<file path="src/rtl/fetch_unit_if.sv">
// rtl/fetch_unit_if.sv - instruction memory request/response bus
// Request uses a valid/ready handshake; the response is valid-only and arrives in order.
interface fetch_unit_if;
   logic        imem_req_valid;
   logic        imem_req_ready;
   logic [31:0] imem_req_addr;
   logic        imem_rsp_valid;
   logic [31:0] imem_rsp_data;

   modport master (
      output imem_req_valid,
      output imem_req_addr,
      input  imem_req_ready,
      input  imem_rsp_valid,
      input  imem_rsp_data
   );

   modport slave (
      input  imem_req_valid,
      input  imem_req_addr,
      output imem_req_ready,
      output imem_rsp_valid,
      output imem_rsp_data
   );
endinterface

</file>
<file path="src/rtl/fetch_unit.sv">
// rtl/fetch_unit.sv - instruction fetch stage feeding the IF/ID pipe register
// One imem request outstanding at most; one fetched instruction buffered for IF/ID.
module fetch_unit #(
   parameter logic [31:0] RESET_PC  = 32'h0000_0000,
   parameter logic [31:0] NOP_INSTR = 32'h0000_0013
) (
   input  logic               clk,
   input  logic               rst,
   fetch_unit_if.master       imem,
   input  logic               stall,
   input  logic               redirect_valid,
   input  logic [31:0]        redirect_pc,
   output logic               if_valid,
   output logic [31:0]        if_pc,
   output logic [31:0]        if_instr
);

   typedef enum logic [1:0] {
      S_REQ  = 2'd0,
      S_WAIT = 2'd1,
      S_DROP = 2'd2
   } state_e;

   state_e      state_q, state_d;
   logic [31:0] pc_q, pc_d;
   logic        valid_q, valid_d;
   logic [31:0] if_pc_q, if_pc_d;
   logic [31:0] instr_q, instr_d;

   logic        req_valid;
   logic        req_accept;
   logic        consume;

   assign consume    = valid_q & ~stall;
   // A request may only go out if the buffer will be free when the response lands.
   assign req_valid  = ~rst & (state_q == S_REQ) & (~valid_q | ~stall);
   assign req_accept = req_valid & imem.imem_req_ready;

   assign imem.imem_req_valid = req_valid;
   assign imem.imem_req_addr  = pc_q;

   assign if_valid = valid_q;
   assign if_pc    = if_pc_q;
   assign if_instr = instr_q;

   always_ff @(posedge clk or posedge rst) begin
      if (rst) begin
         state_q <= S_REQ;
         pc_q    <= RESET_PC;
         valid_q <= 1'b0;
         if_pc_q <= 32'h0000_0000;
         instr_q <= NOP_INSTR;
      end else begin
         state_q <= state_d;
         pc_q    <= pc_d;
         valid_q <= valid_d;
         if_pc_q <= if_pc_d;
         instr_q <= instr_d;
      end
   end

   always_comb begin
      state_d = state_q;
      pc_d    = pc_q;
      valid_d = valid_q;
      if_pc_d = if_pc_q;
      instr_d = instr_q;

      if (consume) begin
         valid_d = 1'b0;
         instr_d = NOP_INSTR;
      end

      case (state_q)
         S_REQ: begin
            // A response seen here is a protocol error and is ignored.
            if (req_accept) begin
               state_d = S_WAIT;
            end
         end
         S_WAIT: begin
            if (imem.imem_rsp_valid) begin
               valid_d = 1'b1;
               if_pc_d = pc_q;
               instr_d = imem.imem_rsp_data;
               pc_d    = pc_q + 32'd4;
               state_d = S_REQ;
            end
         end
         S_DROP: begin
            if (imem.imem_rsp_valid) begin
               state_d = S_REQ;
            end
         end
         default: begin
            state_d = S_REQ;
         end
      endcase

      // Redirect overrides everything above, including a refill from a live response.
      if (redirect_valid) begin
         valid_d = 1'b0;
         instr_d = NOP_INSTR;
         pc_d    = {redirect_pc[31:2], 2'b00};
         if_pc_d = if_pc_q;
         case (state_q)
            S_REQ:   state_d = req_accept ? S_DROP : S_REQ;
            S_WAIT:  state_d = imem.imem_rsp_valid ? S_REQ : S_DROP;
            S_DROP:  state_d = imem.imem_rsp_valid ? S_REQ : S_DROP;
            default: state_d = S_REQ;
         endcase
      end
   end

endmodule

</file>
<file path="src/flat_wrapper.sv">
// flat-port wrapper written by rule: the top's interface ports become plain ports
module fetch_unit_flat 
#(
   parameter logic [31:0] RESET_PC  = 32'h0000_0000,
   parameter logic [31:0] NOP_INSTR = 32'h0000_0013
)
  (clk, rst, stall, redirect_valid, redirect_pc, if_valid, if_pc, if_instr, imem_imem_req_valid, imem_imem_req_addr, imem_imem_req_ready, imem_imem_rsp_valid, imem_imem_rsp_data);
  fetch_unit_if imem_i ();
  input  logic clk;
  input  logic rst;
  input  logic stall;
  input  logic redirect_valid;
  input  logic [31:0] redirect_pc;
  output logic if_valid;
  output logic [31:0] if_pc;
  output logic [31:0] if_instr;
  output wire logic [$bits(imem_i.imem_req_valid)-1:0] imem_imem_req_valid;
  output wire logic [$bits(imem_i.imem_req_addr)-1:0] imem_imem_req_addr;
  input wire logic [$bits(imem_i.imem_req_ready)-1:0] imem_imem_req_ready;
  input wire logic [$bits(imem_i.imem_rsp_valid)-1:0] imem_imem_rsp_valid;
  input wire logic [$bits(imem_i.imem_rsp_data)-1:0] imem_imem_rsp_data;
  assign imem_imem_req_valid = imem_i.imem_req_valid;
  assign imem_imem_req_addr = imem_i.imem_req_addr;
  assign imem_i.imem_req_ready = imem_imem_req_ready;
  assign imem_i.imem_rsp_valid = imem_imem_rsp_valid;
  assign imem_i.imem_rsp_data = imem_imem_rsp_data;
  fetch_unit #(.RESET_PC(RESET_PC), .NOP_INSTR(NOP_INSTR)) u_core (.clk(clk), .rst(rst), .imem(imem_i), .stall(stall), .redirect_valid(redirect_valid), .redirect_pc(redirect_pc), .if_valid(if_valid), .if_pc(if_pc), .if_instr(if_instr));
endmodule
</file>
<file path="config.mk">
export PLATFORM = sky130hd
export DESIGN_NAME = fetch_unit_flat
export DESIGN_NICKNAME = d
export VERILOG_FILES = /design/src/rtl/fetch_unit_if.sv /design/src/rtl/fetch_unit.sv /design/src/flat_wrapper.sv
export SDC_FILE = /design/constraint.sdc
export NUM_CORES = 1
export LEC_CHECK = 0
export CAP_MARGIN = 20
export CORE_AREA = 2 2 119 98
export CTS_CLUSTER_DIAMETER = 100
export DETAILED_ROUTE_END_ITERATION = 10
export DIE_AREA = 0 0 121 100
export HOLD_SLACK_MARGIN = 0.15
export PLACE_DENSITY = 0.76
export SYNTH_ARGS = -nofsm -noshare
export SYNTH_HDL_FRONTEND = slang
export SYNTH_SLANG_ARGS = --single-unit
</file>
<file path="constraint.sdc">
create_clock -name clk -period 3.3 [get_ports clk]
set_clock_uncertainty 0.05 [all_clocks]
set_input_delay 0.495 -clock clk [delete_from_list [all_inputs] [get_ports clk]]
set_output_delay 0.495 -clock clk [all_outputs]
set_load 0.01 [all_outputs]
</file>
======== Yosys cells after proc, flatten, opt, wreduce, memory -nomap -nowiden ========
Cells that the tools add are included.
cells by class
  $add $sub $neg .......................... 1
  bitwise logic cells ..................... 9
  eq/ne operators ......................... 4
  reductions and logical operators ........ 7
  multiplexer cells ....................... 18
operators by type and width
  kind                     count
  $mux W32                 7
  $add A32 B3 Y32 const B  1
  $mux W2                  5
  $pmux W2 S2              2
  $and A1 B1 Y1            4
  $mux W1                  4
  $not A1 Y1               4
  $reduce_and A2 Y1        2
  $reduce_bool A2 Y1       2
  $ne A3 B1 Y1 const B     1
  $ne A3 B2 Y1 const B     1
  $reduce_and A3 Y1        1
  $eq A2 B1 Y1 const B     1
  $eq A2 B2 Y1 const B     1
  $logic_not A2 Y1         1
  $reduce_or A2 Y1         1
  $or A1 B1 Y1             1
word-level totals
  output and inout port bits .............. 98
  bits in registers ....................... 99
  logic and storage cells ................. 44

======== Logic depth before layout (Yosys ltp) ========
Gate-level depths: netlist of run 1.
  word-level depth ........................ 7
  depth in mapped cells ................... 8
  gate-level depth less buffers ........... 6

======== Worst setup path before layout of run 1 ========
OpenSTA, ideal clock, no wires.
  kind .................................... input -> output
  start point ............................. input rst
  end point ............................... output imem_imem_req_valid
  slack ................................... -0.189 ns
  stages on the path ...................... 2
  path buffers ............................ 0
  arrival time ............................ 2.944 ns
  data required time ...................... 2.755 ns
  cells stage by stage .................... inv_1 > and3_1
between the ends
  cells in the longest elaborated chain, start to end .. 3
RTL lines
  item                         RTL line            RTL
  start, declared              flat_wrapper.sv:10  input logic rst;
  $not A1 Y1                   fetch_unit.sv:36    assign req_valid = ~rst & (state_q == S_REQ) & (~valid_q | ~stall);
  $and A1 B1 Y1 (2 in series)  fetch_unit.sv:36
  end, declared                flat_wrapper.sv:17  output wire logic [$bits(imem_i.imem_req_valid)-1:0] imem_imem_req_valid;
No other way between the ends.

======== Worst setup path after layout of run 1 ========
  start point ............................. register u_core.state_q[1]
  end point ............................... register u_core.pc_q[29], in the netlist u_core.imem.imem_req_addr[29]
between the ends
  cells in the longest elaborated chain, start to end .. 3
RTL lines
  item                          RTL line          RTL
  start, declared               fetch_unit.sv:24  state_e state_q, state_d;
  start signal, assigned        fetch_unit.sv:54  state_q <= state_d;
  $eq A2 B1 Y1                  fetch_unit.sv:74  case (state_q)
  $reduce_bool A2 Y1 (no line)  --
  $reduce_and A2 Y1 (no line)   --
  end signal, assigned          fetch_unit.sv:55  pc_q <= pc_d;
  end, declared                 fetch_unit.sv:25  logic [31:0] pc_q, pc_d;
No other way between the ends.
A chain may end at the register's enable or synchronous reset.

==> results of run 1 <==
-- synth_stat cells, types with 2 or more instances --
library cell / n / area, sq um
a21oi_1: 4 / 20.02
a221o_1: 2 / 20.02
a22o_1: 29 / 254.0
a31oi_1: 13 / 81.33
and3_1: 2 / 12.51
and4_1: 2 / 17.52
buf_1: 2 / 7.510
buf_4: 6 / 45.04
buf_6: 3 / 33.78
clkbuf_1: 20 / 75.07
dfrtp_1: 92 / 2302
dfstp_2: 3 / 78.83
ha_1: 4 / 50.05
inv_1: 12 / 45.04
nand2_1: 104 / 390.4
nand2b_1: 2 / 12.51
nand3_1: 9 / 45.04
nand4_1: 11 / 68.82
nand4_2: 2 / 25.02
nor2_1: 21 / 78.83
nor3_1: 4 / 20.02
nor4_1: 3 / 18.77
o21ai_0: 19 / 95.09
o22a_1: 3 / 26.28
o31ai_1: 12 / 90.09
or3_1: 2 / 12.51
or4_1: 15 / 112.6
or4_4: 2 / 22.52
xnor2_1: 8 / 70.07
xor2_1: 2 / 17.52
-- per-stage QoR --
stage / util (%) / setup slack, ns / area (sq um) / hold WS, ns / total power, W
global route: 57.09 / 0.6491 / 6325 / 0.4582 / 0.003896
detailed placement: 54.47 / 0.4730 / 6035 / 0.4121 / 0.002673
CTS: 57.09 / 0.8324 / 6325 / 0.4364 / 0.003707
floorplan: - / 0.3591 / 4294 / 0.4640 / 0.002002
global placement: 54.29 / 0.5252 / 6015 / 0.4088 / 0.002640
finish: 57.09 / 0.8484 / 6325 / 0.4290 / 0.003670
-- area by class of cell --
cell class	instances	area [sq um]
tap	148	185.2
fill	965	4755
timing repair buffer	170	1704
clock buffer	9	225.2
inverter	12	48.80
multi-input combinational	294	1715
clock inverter	7	65.06
sequential	95	2381
-- per-layer routing --
layer | up-vias | GRT usage (%) | wire [um]
met5 | - | 0 | 0
met4 | 0 | 4.562 | 157
met3 | 11 | 7.670 | 882
met2 | 131 | 31.24 | 5592
met1 | 1845 | 28.76 | 5636
li1 | 1823 | - | -
-- cell families (layout without fill, tap and decap cells) --
kind of cell	Yosys count	in the layout	synth area share, %
multiplexers	1	1	0.2339
XOR/XNOR	10	10	2.047
flip-flops	95	95	55.64
AND/OR/NAND/NOR	184	184	20.44
other	1	4	0.08764
AO/OA/AOI/OAI	91	91	15.56
buffers and inverters	43	198	4.824
adder cells (fa/ha/maj)	4	4	1.170
-- critical path: cells and delay by family (launching register included) --
kind	cells	cell delay (ns)
compound gates	1	0.17
fa+ha+maj	1	0.22
buf+inv	1	0.09
flops	1	0.41
simple gates	3	1.43
-- path summary, 6_finish.rpt --
check,cells past startpoint,end
worst min register to register,2,u_core.if_pc[23]
worst min-delay path,2,u_core.if_pc[23]
worst max register to register,6,u_core.imem.imem_req_addr[29]
worst max-delay path,6,u_core.imem.imem_req_addr[29]
max in group asynchronous,4,u_core.if_pc[28]
min in group asynchronous,3,u_core.if_instr[19]
-- cells in the final DEF (no fill, tap or decap), types with 4 or more instances in the layout --
cell type and n:
a21oi_1 4, a22o_1 29, a31oi_1 13, buf_4 7, clkbuf_16 9, clkdlybuf4s50_1 161, conb_1 4, dfrtp_1 92
ha_1 4, inv_1 11, nand2_1 104, nand3_1 8, nand4_1 11, nor2_1 20, nor3_1 4, o21ai_0 19
o31ai_1 12, or4_1 15, xnor2_1 8
-- registers in the layout (all words and copies together), names as in the netlist --
name,cells
u_core.if_pc,30
u_core.imem.imem_req_addr,30
u_core.if_valid,1
u_core.if_instr,32
u_core.state_q,2
-- power by group --
part | internal, W | switching (W)
combinational | 0.000608 | 0.000460
clock | 0.000530 | 0.000489
sequential | 0.00140 | 0.000182
total | 0.00254 | 0.00113
==> impl_metrics.py, run 1 <==
metrics = {
    "outcome": {
        "status": "complete, no violations",
    },
    "sta": {
        "slew_violations": 0,
        "tightest_slew_ns": 1.027,
        "period_needed_ns": 2.452,
        "fin_crit_sh_pct": 74.29,
        "slew_headroom_pct": 31.56,
        "setup_violations": 0,
        "fmax_mhz": 407.9,
        "rsz0062_at_grt": "no",
        "tns_ns": 0,
        "hold_violations": 0,
    },
    "global_route": {
        "track_usage_pct": 20.75,
        "grt_max_degree": 67,
        "grt_pass1_wl_um": 19640,
        "antenna_found_initial": 0,
        "grt.overflow.total": 0,
        "grt_pass1_vias": 3808,
    },
    "final_layout": {
        "drive_above_1_share_pct": 6.474,
        "syn2layout_area_growth_pct": 47.81,
        "finalNetCount": 656,
        "final_cells": 735,
        "antenna_cells": 0,
    },
    "worst_setup_path": {
        "cpMostUsedCell": "or4_1",
        "critPathSlowestCell": "or4_1",
        "reg2reg_from": "u_core.state_q[1]",
        "cp_max_fo": 16,
        "crit_start": "u_core.state_q[1]",
        "cp-end-kind": "flip-flop",
        "start_kind": "flip-flop",
        "path_cells": "inv_1, ha_1, nand4_1, or4_1, or4_1, a31oi_1",
        "ff2ff_setup_slack_ns": 0.85,
        "critical_path_class": "reg -> reg",
        "worst_ep_arrival_time_ns": 2.67,
        "crit_path_max_incr_delay_ns": 0.70,
        "critPathRequiredTime_ns": 3.52,
    },
    "die": {
        "die_x_um": 121,
        "core_sq_um": 11080,
        "die_h_um": 100,
        "start_util_pct": 38.62,
        "dieArea_sq_um": 12100,
        "core.rowCount": 35,
        "num_io_pins": 168,
    },
    "place": {
        "dp_hpwl_um": 8565,
        "gp_congestion": 0.8497,
        "port_buffers": 161,
        "place_inst": 719,
    },
    "clock_tree": {
        "clk_path_buf_depth": 2,
        "clkLatencyLatePin_ns": 0.35,
        "postCtsHoldBufs": 0,
        "cts-root-buf": "clkbuf_16",
        "clkSlewWorstSetupHoldPaths_ns": 0.07,
        "cts_tree": "yes",
        "cts_resized": 0,
        "cts.sink_count": 95,
        "cts-htree-levels": 3,
        "cts_setup_buffers": 0,
        "cts-buffers-inserted": 9,
    },
    "logic_synthesis": {
        "netlist_instances": 429,
        "ys_warn_count": 0,
        "synth_edf_count": 0,
        "ys_ff_latch": 95,
        "syn_area_sq_um": 4279,
        "synth_seq_area_share_pct": 55.64,
        "avgSynthCellArea_sq_um": 9.975,
        "ys.flop_type": "dfrtp_1",
        "ys_types": 46,
        "async_flop_share_pct": 100.0,
    },
    "detailed_routing": {
        "drtIter0Drc": 232,
        "ant_nets": 0,
        "drt-total-wl_um": 12270,
        "vias": 3810,
        "post_drt_via_cell_ratio": 5.184,
        "drc_errors": 0,
        "wl_per_cell_um": 16.69,
        "dr.pass1.iters": 4,
    },
    "power": {
        "peakVddDrop_uv": 454.9,
        "power.leakage_nw": 2.693,
        "p_per_area_nw_per_um2": 580.3,
    },
    "flow_run": {
        "maxCapViolations": 0,
    },
    "hold_path": {
        "hp-start": "u_core.if_pc[23]",
        "hp-class": "reg -> reg",
    },
}
Note: power is estimated with default switching activity, not from simulation.
==> run 2: changes to the inputs <==
--- a/config.mk
+++ b/config.mk
@@ -6,12 +6,12 @@
 export NUM_CORES = 1
 export LEC_CHECK = 0
 export CAP_MARGIN = 20
-export CORE_AREA = 2 2 119 98
+export CORE_AREA = 2 2 114 94
 export CTS_CLUSTER_DIAMETER = 100
 export DETAILED_ROUTE_END_ITERATION = 10
-export DIE_AREA = 0 0 121 100
+export DIE_AREA = 0 0 116 96
 export HOLD_SLACK_MARGIN = 0.15
-export PLACE_DENSITY = 0.76
+export PLACE_DENSITY = 0.79
 export SYNTH_ARGS = -nofsm -noshare
 export SYNTH_HDL_FRONTEND = slang
 export SYNTH_SLANG_ARGS = --single-unit
==> constraint.sdc (replaced) <==
create_clock -name clk -period 2.4 [get_ports clk]
set_clock_uncertainty 0.05 [all_clocks]
set_input_delay 0.36 -clock clk [delete_from_list [all_inputs] [get_ports clk]]
set_output_delay 0.36 -clock clk [all_outputs]
set_load 0.01 [all_outputs]
==> run 2 against run 1 <==
Compared with the run above:
- highest routed layer unchanged
- power is 39% higher
- critical path depth decreased by 2
- global-route usage is 1.2 points higher
- clock power increased by 41%
- critical endpoint is now imem_imem_req_valid
==> impl_metrics.py, run 2 (synthesis results as in run 1) <==
metrics = {
    "clock_tree": {
        "clkLatencyLatePin_ns": 0.34,
        "cts-root-buf": "clkbuf_16",
        "cts_tree": "yes",
        "cts.sink_count": 95,
        "cts-buffers-inserted": 9,
        "clkSlewWorstSetupHoldPaths_ns": 0.07,
        "cts-htree-levels": 3,
        "postCtsHoldBufs": 0,
        "clk_path_buf_depth": 2,
    },
    "detailed_routing": {
        "ant_nets": 0,
        "vias": 3970,
        "drt-total-wl_um": 12210,
        "dr.pass1.iters": 5,
        "drc_errors": 0,
        "drtIter0Drc": 219,
        "post_drt_via_cell_ratio": 5.372,
        "wl_per_cell_um": 16.53,
    },
    "final_layout": {
        "syn2layout_area_growth_pct": 50.56,
        "finalNetCount": 668,
        "antenna_cells": 0,
        "final_cell_mix": "clkdlybuf4s50_1 (161), nand2_1 (104), dfrtp_1 (92)",
        "fin_area_sq_um": 6442,
        "largest_reg_flops": 32,
        "final_common_cell": "clkdlybuf4s50_1",
        "drive_above_1_share_pct": 8.681,
    },
    "worst_setup_path": {
        "start_kind": "flip-flop",
        "worst_ep_arrival_time_ns": 1.84,
        "critical_path_class": "reg -> out",
        "cp_max_fo": 4,
        "critPathRequiredTime_ns": 1.99,
        "ff2ff_setup_slack_ns": 0.17,
        "cp-end-kind": "output port",
    },
    "sta": {
        "period_needed_ns": 2.253,
        "slew_headroom_pct": 30.72,
        "tightest_slew_ns": 1.039,
        "holdWs_ns": 0.4254,
        "hold_violations": 0,
        "fmax_mhz": 443.8,
        "tns_ns": 0,
        "fin_crit_sh_pct": 93.89,
        "setup_violations": 0,
        "slew_violations": 0,
        "rsz0062_at_grt": "no",
    },
    "outcome": {
        "status": "complete, no violations",
    },
    "die": {
        "die_x_um": 116,
        "dieArea_sq_um": 11140,
        "core.rowCount": 33,
        "num_io_pins": 168,
        "start_util_pct": 42.82,
        "die_h_um": 96,
        "core_sq_um": 9992,
    },
    "power": {
        "p_per_area_nw_per_um2": 794.3,
        "power.leakage_nw": 2.761,
        "peakVddDrop_uv": 547.0,
    },
    "global_route": {
        "grt_pass1_vias": 3709,
        "antenna_found_initial": 0,
        "grt_max_degree": 97,
        "grt_pass1_wl_um": 18840,
        "track_usage_pct": 21.90,
        "grt.overflow.total": 0,
    },
    "place": {
        "gp_congestion": 0.8530,
        "dp_hpwl_um": 8609,
        "port_buffers": 161,
        "place_area_sq_um": 6127,
    },
    "flow_run": {
        "maxCapViolations": 0,
    },
    "hold_path": {
        "hp-class": "reg -> reg",
    },
}
[run 2: final timing paths]
| path | from | to | cells past startpoint |
|---|---|---|---|
| worst min register to register | u_core.if_pc[6] | u_core.if_pc[6] | 2 |
| worst max-delay path | u_core.state_q[0] | imem_imem_req_valid | 4 |
| worst min-delay path | u_core.if_pc[6] | u_core.if_pc[6] | 2 |
| max in group asynchronous | rst | u_core.imem.imem_req_addr[13] | 3 |
| min in group asynchronous | rst | u_core.state_q[0] | 3 |
| worst max register to register | u_core.state_q[1] | u_core.imem.imem_req_addr[29] | 7 |
[run 2: final cells by class]
type / instances / area, sq um
well taps: 140 / 175.2
repair buffers: 182 / 1807
clock inverters: 6 / 70.07
inverters: 12 / 48.80
fillers: 797 / 3550
flip-flops and latches: 95 / 2381
multi-input cells: 294 / 1732
clock buffers: 10 / 229.0
[run 2: timing repair]
item,in CTS,in global routing
endpoints found under the hold margin,0,0
resized for setup,0,4
setup buffers,0,0
endpoints found under the setup margin,0,7
[run 2: metal layers]
metal / global-route usage [%] / part of all wire (%) / routed length (um) / vias up
met2: 36.45 / 47 / 5780 / 165
met1: 28.98 / 44 / 5336 / 1935
met4: 4.762 / 0.93 / 113 / 0
met3: 5.919 / 8.0 / 981 / 14
li1: - / - / - / 1856
met5: 0 / 0 / 0 / -
[run 2: stage by stage]
step | util [%] | total power (W) | std cells | setup slack (ns)
floorplan | - | 0.002753 | 432 | -0.1874
finish | 64.48 | 0.005117 | 739 | 0.1466
global placement | 61.32 | 0.003652 | 723 | -0.01878
CTS | 64.31 | 0.005151 | 739 | 0.07205
detailed placement | 61.32 | 0.003712 | 723 | -0.06251
global route | 64.48 | 0.005378 | 739 | 0.02643
[run 2: critical path: stages (launching register included)]
cell	delay, ns
dfrtp_1	0.44
inv_1	0.09
ha_1	0.20
and3_1	0.20
clkdlybuf4s50_1	0.57
[run 2: where the power goes]
part	total (W)	internal (W)	leakage (nW)	switching, W
clock	0.00144	0.000816	0.147	0.000621
combinational	0.00152	0.000860	1.40	0.000664
sequential	0.00216	0.00193	1.22	0.000227
total	0.00512	0.00361	2.76	0.00151
